$ cat config.mk
export PLATFORM = sky130hd
export DESIGN_NAME = spi_acl_responder_flat
export DESIGN_NICKNAME = d
export VERILOG_FILES = /design/src/rtl/spi_acl_responder_if.sv /design/src/rtl/spi_acl_responder.sv /design/src/flat_wrapper.sv
export SDC_FILE = /design/constraint.sdc
export NUM_CORES = 1
export LEC_CHECK = 0
export BUFFER_PORTS_ARGS = -buffer_cell sky130_fd_sc_hd__buf_2
export CAP_MARGIN = 20
export CORE_MARGIN = 3
export CORE_UTILIZATION = 45
export DETAILED_ROUTE_END_ITERATION = 7
export REMOVE_ABC_BUFFERS = 1
export SLEW_MARGIN = 10
export SYNTH_ARGS = -nofsm -noshare
export SYNTH_HDL_FRONTEND = slang
export SYNTH_SLANG_ARGS = --single-unit
$ cat constraint.sdc
create_clock -name CLK -period 4.01 [get_ports CLK]
set_input_delay 0.2005 -clock CLK [delete_from_list [all_inputs] [get_ports CLK]]
set_output_delay 0.2005 -clock CLK [all_outputs]
set_load 0.005 [all_outputs]
$ cat src/rtl/spi_acl_responder_if.sv
// SPI pin bundle between an SPI master and the accelerometer responder.
// Signals: SCLK, SS (active-low), SDI, SDO and SDO_EN (SDO pad enable).
interface spi_acl_responder_if;
   logic SCLK;
   logic SS;
   logic SDI;
   logic SDO;
   logic SDO_EN;

   modport master (
      output SCLK, SS, SDI,
      input  SDO, SDO_EN
   );

   modport slave (
      input  SCLK, SS, SDI,
      output SDO, SDO_EN
   );
endinterface

$ cat src/rtl/spi_acl_responder.sv
// SPI mode-3 slave emulating the accelerometer register map.
// Ports: CLK, RST (async low), spi (SCLK/SS/SDI in, SDO/SDO_EN out),
// X_IN/Y_IN/Z_IN samples, POWER_CTL/DATA_FORMAT regs, WR_* write
// reporting, BUSY frame indicator.
module spi_acl_responder #(
   parameter logic [7:0] DEVID_VAL   = 8'hE5,
   parameter int         SYNC_STAGES = 2
) (
   input  logic       CLK,
   input  logic       RST,
   spi_acl_responder_if.slave spi,
   input  logic [9:0] X_IN,
   input  logic [9:0] Y_IN,
   input  logic [9:0] Z_IN,
   output logic [7:0] POWER_CTL,
   output logic [7:0] DATA_FORMAT,
   output logic       WR_STROBE,
   output logic [5:0] WR_ADDR,
   output logic [7:0] WR_DATA,
   output logic       BUSY
);

   typedef enum logic [1:0] {IDLE, CMD, DATA} state_t;

   state_t state;

   logic [SYNC_STAGES-1:0] sclk_sy;
   logic [SYNC_STAGES-1:0] ss_sy;
   logic [SYNC_STAGES-1:0] sdi_sy;
   logic sclk_q;
   logic ss_q;

   logic [2:0] bit_cnt;
   logic [7:0] rx;
   logic [7:0] tx;
   logic       rw;
   logic       mb;
   logic [5:0] addr;
   logic [9:0] x_sh;
   logic [9:0] y_sh;
   logic [9:0] z_sh;
   logic [7:0] bw_rate;
   logic       sdo_r;
   logic       sdo_en_r;

   logic sclk_s, ss_s, sdi_s;
   logic rise, fall, ss_fall, ss_rise;
   logic [7:0] rx_next;
   logic [5:0] addr_nx;
   logic       wr_ok;

   assign sclk_s  = sclk_sy[SYNC_STAGES-1];
   assign ss_s    = ss_sy[SYNC_STAGES-1];
   assign sdi_s   = sdi_sy[SYNC_STAGES-1];
   assign rise    = sclk_s & ~sclk_q;
   assign fall    = ~sclk_s & sclk_q;
   assign ss_fall = ~ss_s & ss_q;
   assign ss_rise = ss_s & ~ss_q;
   assign rx_next = {rx[6:0], sdi_s};
   assign addr_nx = mb ? addr + 6'd1 : addr;
   assign wr_ok   = (addr == 6'h2C) | (addr == 6'h2D) |
                    (addr == 6'h31);

   assign spi.SDO    = sdo_r;
   assign spi.SDO_EN = sdo_en_r;

   // Read mux; data bytes come from the frame-start snapshot.
   function automatic logic [7:0] reg_rd(input logic [5:0] a);
      logic [7:0] v;
      v = 8'h00;
      case (a)
         6'h00: v = DEVID_VAL;
         6'h2C: v = bw_rate;
         6'h2D: v = POWER_CTL;
         6'h31: v = DATA_FORMAT;
         6'h32: v = x_sh[7:0];
         6'h33: v = {{6{x_sh[9]}}, x_sh[9:8]};
         6'h34: v = y_sh[7:0];
         6'h35: v = {{6{y_sh[9]}}, y_sh[9:8]};
         6'h36: v = z_sh[7:0];
         6'h37: v = {{6{z_sh[9]}}, z_sh[9:8]};
         default: v = 8'h00;
      endcase
      return v;
   endfunction

   // Idle levels preload the synchronizers so reset never
   // looks like an SCLK or SS edge.
   always_ff @(posedge CLK or negedge RST) begin
      if (!RST) begin
         sclk_sy <= '1;
         ss_sy   <= '1;
         sdi_sy  <= '0;
         sclk_q  <= 1'b1;
         ss_q    <= 1'b1;
      end else begin
         sclk_sy <= {sclk_sy[SYNC_STAGES-2:0], spi.SCLK};
         ss_sy   <= {ss_sy[SYNC_STAGES-2:0], spi.SS};
         sdi_sy  <= {sdi_sy[SYNC_STAGES-2:0], spi.SDI};
         sclk_q  <= sclk_s;
         ss_q    <= ss_s;
      end
   end

   always_ff @(posedge CLK or negedge RST) begin
      if (!RST) begin
         state       <= IDLE;
         bit_cnt     <= 3'd0;
         rx          <= 8'h00;
         tx          <= 8'h00;
         rw          <= 1'b0;
         mb          <= 1'b0;
         addr        <= 6'h00;
         x_sh        <= 10'h000;
         y_sh        <= 10'h000;
         z_sh        <= 10'h000;
         bw_rate     <= 8'h0A;
         POWER_CTL   <= 8'h00;
         DATA_FORMAT <= 8'h00;
         WR_STROBE   <= 1'b0;
         WR_ADDR     <= 6'h00;
         WR_DATA     <= 8'h00;
         BUSY        <= 1'b0;
         sdo_r       <= 1'b0;
         sdo_en_r    <= 1'b0;
      end else begin
         WR_STROBE <= 1'b0;
         if (ss_rise) begin
            // Partial bytes are simply dropped here.
            state    <= IDLE;
            BUSY     <= 1'b0;
            sdo_en_r <= 1'b0;
            sdo_r    <= 1'b0;
         end else begin
            case (state)
               IDLE: begin
                  if (ss_fall) begin
                     state    <= CMD;
                     x_sh     <= X_IN;
                     y_sh     <= Y_IN;
                     z_sh     <= Z_IN;
                     bit_cnt  <= 3'd0;
                     BUSY     <= 1'b1;
                     sdo_en_r <= 1'b1;
                  end
               end
               CMD: begin
                  if (rise) begin
                     rx      <= rx_next;
                     bit_cnt <= bit_cnt + 3'd1;
                     if (bit_cnt == 3'd7) begin
                        rw    <= rx_next[7];
                        mb    <= rx_next[6];
                        addr  <= rx_next[5:0];
                        state <= DATA;
                        if (rx_next[7])
                           tx <= reg_rd(rx_next[5:0]);
                     end
                  end
               end
               DATA: begin
                  if (rise) begin
                     rx      <= rx_next;
                     bit_cnt <= bit_cnt + 3'd1;
                     if (bit_cnt == 3'd7) begin
                        if (!rw && wr_ok) begin
                           case (addr)
                              6'h2C:   bw_rate     <= rx_next;
                              6'h2D:   POWER_CTL   <= rx_next;
                              default: DATA_FORMAT <= rx_next;
                           endcase
                           WR_STROBE <= 1'b1;
                           WR_ADDR   <= addr;
                           WR_DATA   <= rx_next;
                        end
                        addr <= addr_nx;
                        if (rw)
                           tx <= reg_rd(addr_nx);
                     end
                  end else if (fall && rw) begin
                     sdo_r <= tx[7];
                     tx    <= {tx[6:0], 1'b0};
                  end
               end
               default: state <= IDLE;
            endcase
         end
      end
   end

endmodule
$ cat src/flat_wrapper.sv
// flat-port wrapper written by rule: the top's interface ports become plain ports
module spi_acl_responder_flat 
#(
   parameter logic [7:0] DEVID_VAL   = 8'hE5,
   parameter int         SYNC_STAGES = 2
)
  (CLK, RST, X_IN, Y_IN, Z_IN, POWER_CTL, DATA_FORMAT, WR_STROBE, WR_ADDR, WR_DATA, BUSY, spi_SCLK, spi_SS, spi_SDI, spi_SDO, spi_SDO_EN);
  spi_acl_responder_if spi_i ();
  input  logic CLK;
  input  logic RST;
  input  logic [9:0] X_IN;
  input  logic [9:0] Y_IN;
  input  logic [9:0] Z_IN;
  output logic [7:0] POWER_CTL;
  output logic [7:0] DATA_FORMAT;
  output logic WR_STROBE;
  output logic [5:0] WR_ADDR;
  output logic [7:0] WR_DATA;
  output logic BUSY;
  input wire logic [$bits(spi_i.SCLK)-1:0] spi_SCLK;
  input wire logic [$bits(spi_i.SS)-1:0] spi_SS;
  input wire logic [$bits(spi_i.SDI)-1:0] spi_SDI;
  output wire logic [$bits(spi_i.SDO)-1:0] spi_SDO;
  output wire logic [$bits(spi_i.SDO_EN)-1:0] spi_SDO_EN;
  assign spi_i.SCLK = spi_SCLK;
  assign spi_i.SS = spi_SS;
  assign spi_i.SDI = spi_SDI;
  assign spi_SDO = spi_i.SDO;
  assign spi_SDO_EN = spi_i.SDO_EN;
  spi_acl_responder #(.DEVID_VAL(DEVID_VAL), .SYNC_STAGES(SYNC_STAGES)) u_core (.CLK(CLK), .RST(RST), .spi(spi_i), .X_IN(X_IN), .Y_IN(Y_IN), .Z_IN(Z_IN), .POWER_CTL(POWER_CTL), .DATA_FORMAT(DATA_FORMAT), .WR_STROBE(WR_STROBE), .WR_ADDR(WR_ADDR), .WR_DATA(WR_DATA), .BUSY(BUSY));
endmodule
==> flow_summary.ini, run 1 <==
[status]
outcome = completed

[detailed_routing]
routedWlPerCell_um = 20.9
drt-initial-drc-count = 368
ant_nets = 0
drcViolationCount = 0
drt-vias-per-instance = 6.09
first_pass_iters = 6
vias = 4820
routed_wl_um = 16600

[placed_design]
gp_congestion = 0.906
portBuffers = 68
dpl-instance-area_mm2 = 0.00641
hpwl_um = 11900

[floorplanning]
initial_core_util_pct = 46.4
num_rows = 41
core_mm2 = 0.0127
die_h_um = 120
dieArea_mm2 = 0.0145
ios = 69
fp.dieW_um = 120

[sta]
finalSetupTns_ps = 0
hold_viol = 0
tightest_slew_ps = 987
setup_viol = 0
fin_crit_sh_pct = 80.0
max_freq_mhz = 312
maxSlewViolCount = 0
fin_skew_ps = 6.69
period_needed_ps = 3210
relSlewSlack_pct = 33.7
fin_hold_ws_ps = 64.0
rsz0062_at_grt = no

[synth]
synth-seq-area-share_pct = 45.6
syn_area_mm2 = 0.00590
syn_area_per_cell_um2 = 10.7
synth-edff-count = 0
yosysWarnings = 0
ys.flop_type = dfrtp_1
yosysUniqueCellTypes = 77
ys_seq_elements = 107
async_flop_share_pct = 100
syn_inst = 551

[cells_and_area]
antenna_cells = 0
area_growth_pct = 14.6
nets = 661
layout_common_cells = 99 x dfrtp_1, 71 x mux2_2, 67 x buf_2, 49 x nand2_1, 29 x o21ai_0
final_common_cell = dfrtp_1
drive_above_1_share_pct = 31.6
fin_area_mm2 = 0.00676

[pwr]
power_per_cell_area_mw_per_mm2 = 575
p_leak_nw = 2.99
ir_worst_vdd_v = 0.000341

[clock_tree]
clock_latency_ps = 360
postCtsSetupRepairBufs = 0
clock_path_buffers = 2
cts.sink_count = 107
root_buffer = clkbuf_16
ctsResizeCount = 0
clkTransAtPathRegs_ps = 80
cts_tree = yes
htree_levels = 3
cts_buffers = 9

[setup_path]
worstPathRequired_ps = 4290
startpoint_type = flop
cp_data_arrival_time_ps = 3490
critical_path_buf_inv_count = 0
critPathMaxStageDelay_ps = 690
crit_type = flop to flop
r2r_setup_slack_ps = 800
critPathMaxFanout = 14
crit_top_cell = a31oi_1
critical_path.cell_chain = ha_1, and3b_1, a31oi_1, o22a_1, nor4b_4, o41ai_4, a221o_1, a31oi_1
end_kind = flop
cp_slowest_cell = nor4b_4
cpLargestDelayFamily = compound AO/OA/AOI/OAI gates

[global_route]
grt_use_met1_pct = 34.6
gr-total-overflow = 0
grt_pass1_vias = 4703
grtUsageMet2_pct = 36.3
met3_usage_pct = 4.40
grt-busiest-layer = met2
track_usage_pct = 23.8
grt_pass1_wl_um = 26600
grt_max_degree = 51
antenna_found_initial = 0

[worst_hold_path]
min_path_type = input pin to flop

[job]
max_cap_violations = 0
==> area by class of cell <==
class | count | area, um^2
fillers | 1201 | 5970
repair buffers | 86 | 488
flip-flops and latches | 107 | 2690
multi-input cells | 395 | 3000
clock inverters | 7 | 78.8
inverters | 16 | 60.1
clock buffers | 9 | 225
well taps | 172 | 215
==> flip-flops by register name, summed over array words and instances, names as in the netlist <==
signal	flops
u_core.tx	8
u_core.mb	1
u_core.WR_DATA	8
u_core.z_sh	10
u_core.x_sh	10
u_core.rw	1
u_core.sclk_sy	2
u_core.bit_cnt	3
u_core.WR_STROBE	1
u_core.state	2
u_core.sclk_q	1
u_core.DATA_FORMAT	8
u_core.rx	7
u_core.y_sh	10
u_core.addr	6
u_core.bw_rate	8
u_core.spi.SDO_EN	1
u_core.WR_ADDR	6
u_core.ss_sy	2
u_core.sdi_sy	2
u_core.ss_q	1
u_core.spi.SDO	1
u_core.POWER_CTL	8
==> stage by stage <==
step           power, mW  utilization (%)  cells  worst slack [ps]
2_1_floorplan       2.51                -    518              1180
3_3_place_gp        2.96             50.4    772               942
3_5_place_dp        3.00             50.4    772               840
4_1_cts             3.91             53.1    792               814
5_1_grt             4.12             53.1    792               548
6_report            3.89             53.1    792               802
==> cells by family after synthesis <==
logic type      after synthesis  share of synthesized area [%]
simple gates                159                           14.6
compound gates              141                           18.0
flops                       107                           45.6
mux                          79                           15.2
buf+inv                      49                           3.54
fa+ha+maj                    11                           2.33
xor+xnor                      5                          0.743
==> timing repair <==
action | 4_1_cts | 5_1_grt
setup endpoints to repair | 0 | 0
endpoints found under the hold margin | 45 | 0
hold buffers | 4 | 0
==> worst register-to-register path: stages, from the launching register on <==
cell and delay [ps]:
dfrtp_1 580, ha_1 540, and3b_1 230, a31oi_1 40, o22a_1 300, nor4b_4 690, o41ai_4 250, a221o_1 370
a31oi_1 150
==> metal layers <==
metal  vias up  wire length, um
met5         -                0
met4         0              252
met3        21             1030
met2       186             7710
met1      2410             7580
li1       2203                -
==> worst paths after layout <==
check                                startpoint                end  cells after the start
worst min-delay path                    X_IN[6]     u_core.x_sh[6]                      2
min in group asynchronous                   RST     u_core.y_sh[5]                      2
worst min register to register  u_core.ss_sy[0]    u_core.ss_sy[1]                      0
max in group asynchronous                   RST  u_core.bw_rate[3]                      3
worst max-delay path             u_core.addr[0]       u_core.tx[2]                      8
worst max register to register   u_core.addr[0]       u_core.tx[2]                      8
==> synthesized netlist by cell type (all sizes together) (4+ instances only) <==
cell | instances | area (um^2)
dfrtp | 99 | 2480
mux2 | 73 | 822
nand2 | 49 | 184
o21ai | 31 | 155
nor2 | 24 | 92.6
clkbuf | 18 | 67.6
a21oi | 17 | 85.1
inv | 16 | 60.1
buf | 15 | 81.3
a22oi | 13 | 97.6
a31oi | 13 | 111
and3 | 11 | 68.8
ha | 11 | 138
nand3 | 11 | 55.1
nor3 | 11 | 60.1
a211oi | 8 | 80.1
dfstp | 8 | 210
nand3b | 7 | 52.6
nand4 | 7 | 43.8
a222oi | 6 | 60.1
a32oi | 6 | 52.6
nand2b | 6 | 37.5
o22ai | 6 | 37.5
a221o | 5 | 50.1
mux2i | 5 | 50.1
and3b | 4 | 35.0
nor2b | 4 | 25.0
o221a | 4 | 45.0
or2 | 4 | 25.0
==> where the power goes <==
group          internal (mW)  switching, mW
Sequential              1.35          0.375
Clock                  0.443          0.450
Combinational          0.583          0.687
(Power assumes the default switching activity.)
==> run 2: changes to the inputs <==
==> constraint.sdc (replaced) <==
create_clock -name CLK -period 3.1 [get_ports CLK]
set_input_delay 0.155 -clock CLK [delete_from_list [all_inputs] [get_ports CLK]]
set_output_delay 0.155 -clock CLK [all_outputs]
set_load 0.005 [all_outputs]
==> run 2 against run 1 <==
Against the previous run: clock skew up 0.84 ps; clock-buffer cell count unchanged; routed wire length down 1.5%; register-to-register slack worse by 520 ps; core utilization up 1.0 points; sequential share of layout area down 0.77 points; fmax up 14%; final cell count up 1.9%; largest cell class unchanged.
==> flow_summary.ini, run 2 (synthesis results as in run 1) <==
[status]
outcome = completed

[setup_path]
crit_top_cell = a221o_1
critical_path.cell_chain = inv_1, ha_1, and3_1, a31oi_1, a211oi_2, a221o_1, a221o_1, a2111oi_0, o21ai_1
r2r_setup_slack_ps = 280
critical_path_buf_inv_count = 1
end_kind = flop
cp_data_arrival_time_ps = 3050
critPathMaxFanout = 8
rr_worst_depth = 9
crit_type = flop to flop
cpLargestDelayFamily = compound AO/OA/AOI/OAI gates
r2r-end = u_core.tx[0]
startpoint_type = flop
rr_startpoint = u_core.addr[1]
critPathMaxStageDelay_ps = 460
cp_slowest_cell = dfrtp_1
worstPathRequired_ps = 3340

[sta]
fin_crit_sh_pct = 90.8
period_needed_ps = 2820
layout_setup_ws_ps = 285
max_freq_mhz = 355
finalSetupTns_ps = 0
rsz0062_at_grt = no
setup_viol = 0
tightest_slew_ps = 829
relSlewSlack_pct = 44.6
hold_viol = 0
fin_skew_ps = 7.53
fin_hold_ws_ps = 19.6
maxSlewViolCount = 0

[global_route]
antenna_found_initial = 0
gr-total-overflow = 0
track_usage_pct = 23.4
grt_pass1_vias = 4785
grt_pass1_wl_um = 26600
grt_max_degree = 52

[worst_hold_path]
min_from = X_IN[3]
min_path_type = input pin to flop
hold-path-endpoint = u_core.x_sh[3]
hold_depth = 2

[clock_tree]
clock_latency_ps = 370
postCtsSetupRepairBufs = 0
root_buffer = clkbuf_16
htree_levels = 3
cts_buffers = 9
cts.sink_count = 107
cts_tree = yes
clkTransAtPathRegs_ps = 80
clock_path_buffers = 2

[cells_and_area]
final_common_cell = dfrtp_1
register_area_mm2 = 0.00269
multiInputGateArea_mm2 = 0.00302
nets = 676
area_growth_pct = 16.8
layout_common_cells = 99 x dfrtp_1, 71 x mux2_2, 67 x buf_2, 49 x nand2_1, 30 x buf_4
antenna_cells = 0
drive_above_1_share_pct = 33.5
largest_registers = u_core.x_sh x10, u_core.y_sh x10, u_core.z_sh x10
fin_util_pct = 54.1
n_fill_cell = 1191

[detailed_routing]
vias = 4864
drcViolationCount = 0
drt-initial-drc-count = 396
routedWlPerCell_um = 20.2
drt-vias-per-instance = 6.03
first_pass_iters = 5
ant_nets = 0
routed_wl_um = 16300

[floorplanning]
die_h_um = 120
core_mm2 = 0.0127
dieArea_mm2 = 0.0145
num_rows = 41
ios = 69
fp.dieW_um = 120
initial_core_util_pct = 46.4

[pwr]
power_mw = 5.12
power_per_cell_area_mw_per_mm2 = 743
ir_worst_vdd_v = 0.000512
p_leak_nw = 3.07

[job]
max_cap_violations = 0

[placed_design]
portBuffers = 68
hpwl_um = 11800
gp_congestion = 0.908
dp_slack_ps = 135
[run 2: final cells by class]
type / count / share of cell area [%]
clock buffer: 9 / 3.27
inverter: 16 / 0.872
sequential: 107 / 39.0
multi-input combinational: 395 / 43.8
timing repair buffer: 101 / 8.72
tap: 172 / 3.12
clock inverter: 7 / 1.22
[run 2: metal layers]
metal | routed length (um) | global-route usage [%] | vias up
met5 | 0 | 0 | -
met4 | 324 | 7.93 | 0
met3 | 900 | 4.21 | 25
met2 | 7720 | 37.1 | 159
met1 | 7370 | 32.6 | 2442
li1 | - | - | 2238
[run 2: what timing repair did]
item                       in CTS  in global routing
hold endpoints to repair       46                  0
hold buffers                    4                  0
setup endpoints to repair       0                  6
gates resized for setup         0                  3
[run 2: how the worst max path moves through the flow]
stage,from,end,slack [ps],cells after the start
6_report,u_core.addr[1],u_core.tx[0],280,9
5_1_grt,u_core.addr[1],u_core.tx[3],110,9
4_1_cts,u_core.addr[1],u_core.tx[5],110,8
3_5_place_dp,u_core.addr[1],u_core.tx[5],130,8
3_3_place_gp,u_core.addr[1],u_core.tx[5],200,8
2_1_floorplan,u_core.sclk_sy[1],u_core.DATA_FORMAT[0],270,7
[run 2: through the flow]
step | instance area [um^2] | std cells
finish | 6890 | 807
global route | 6890 | 807
CTS | 6870 | 807
detailed placement | 6520 | 787
global placement | 6520 | 787
floorplan | 5750 | 518
[run 2: where the power goes]
group | switching, mW | leakage (nW) | internal, mW
Combinational | 0.941 | 1.56 | 0.802
Sequential | 0.433 | 1.36 | 1.74
Clock | 0.613 | 0.152 | 0.585
Total | 1.99 | 3.07 | 3.13
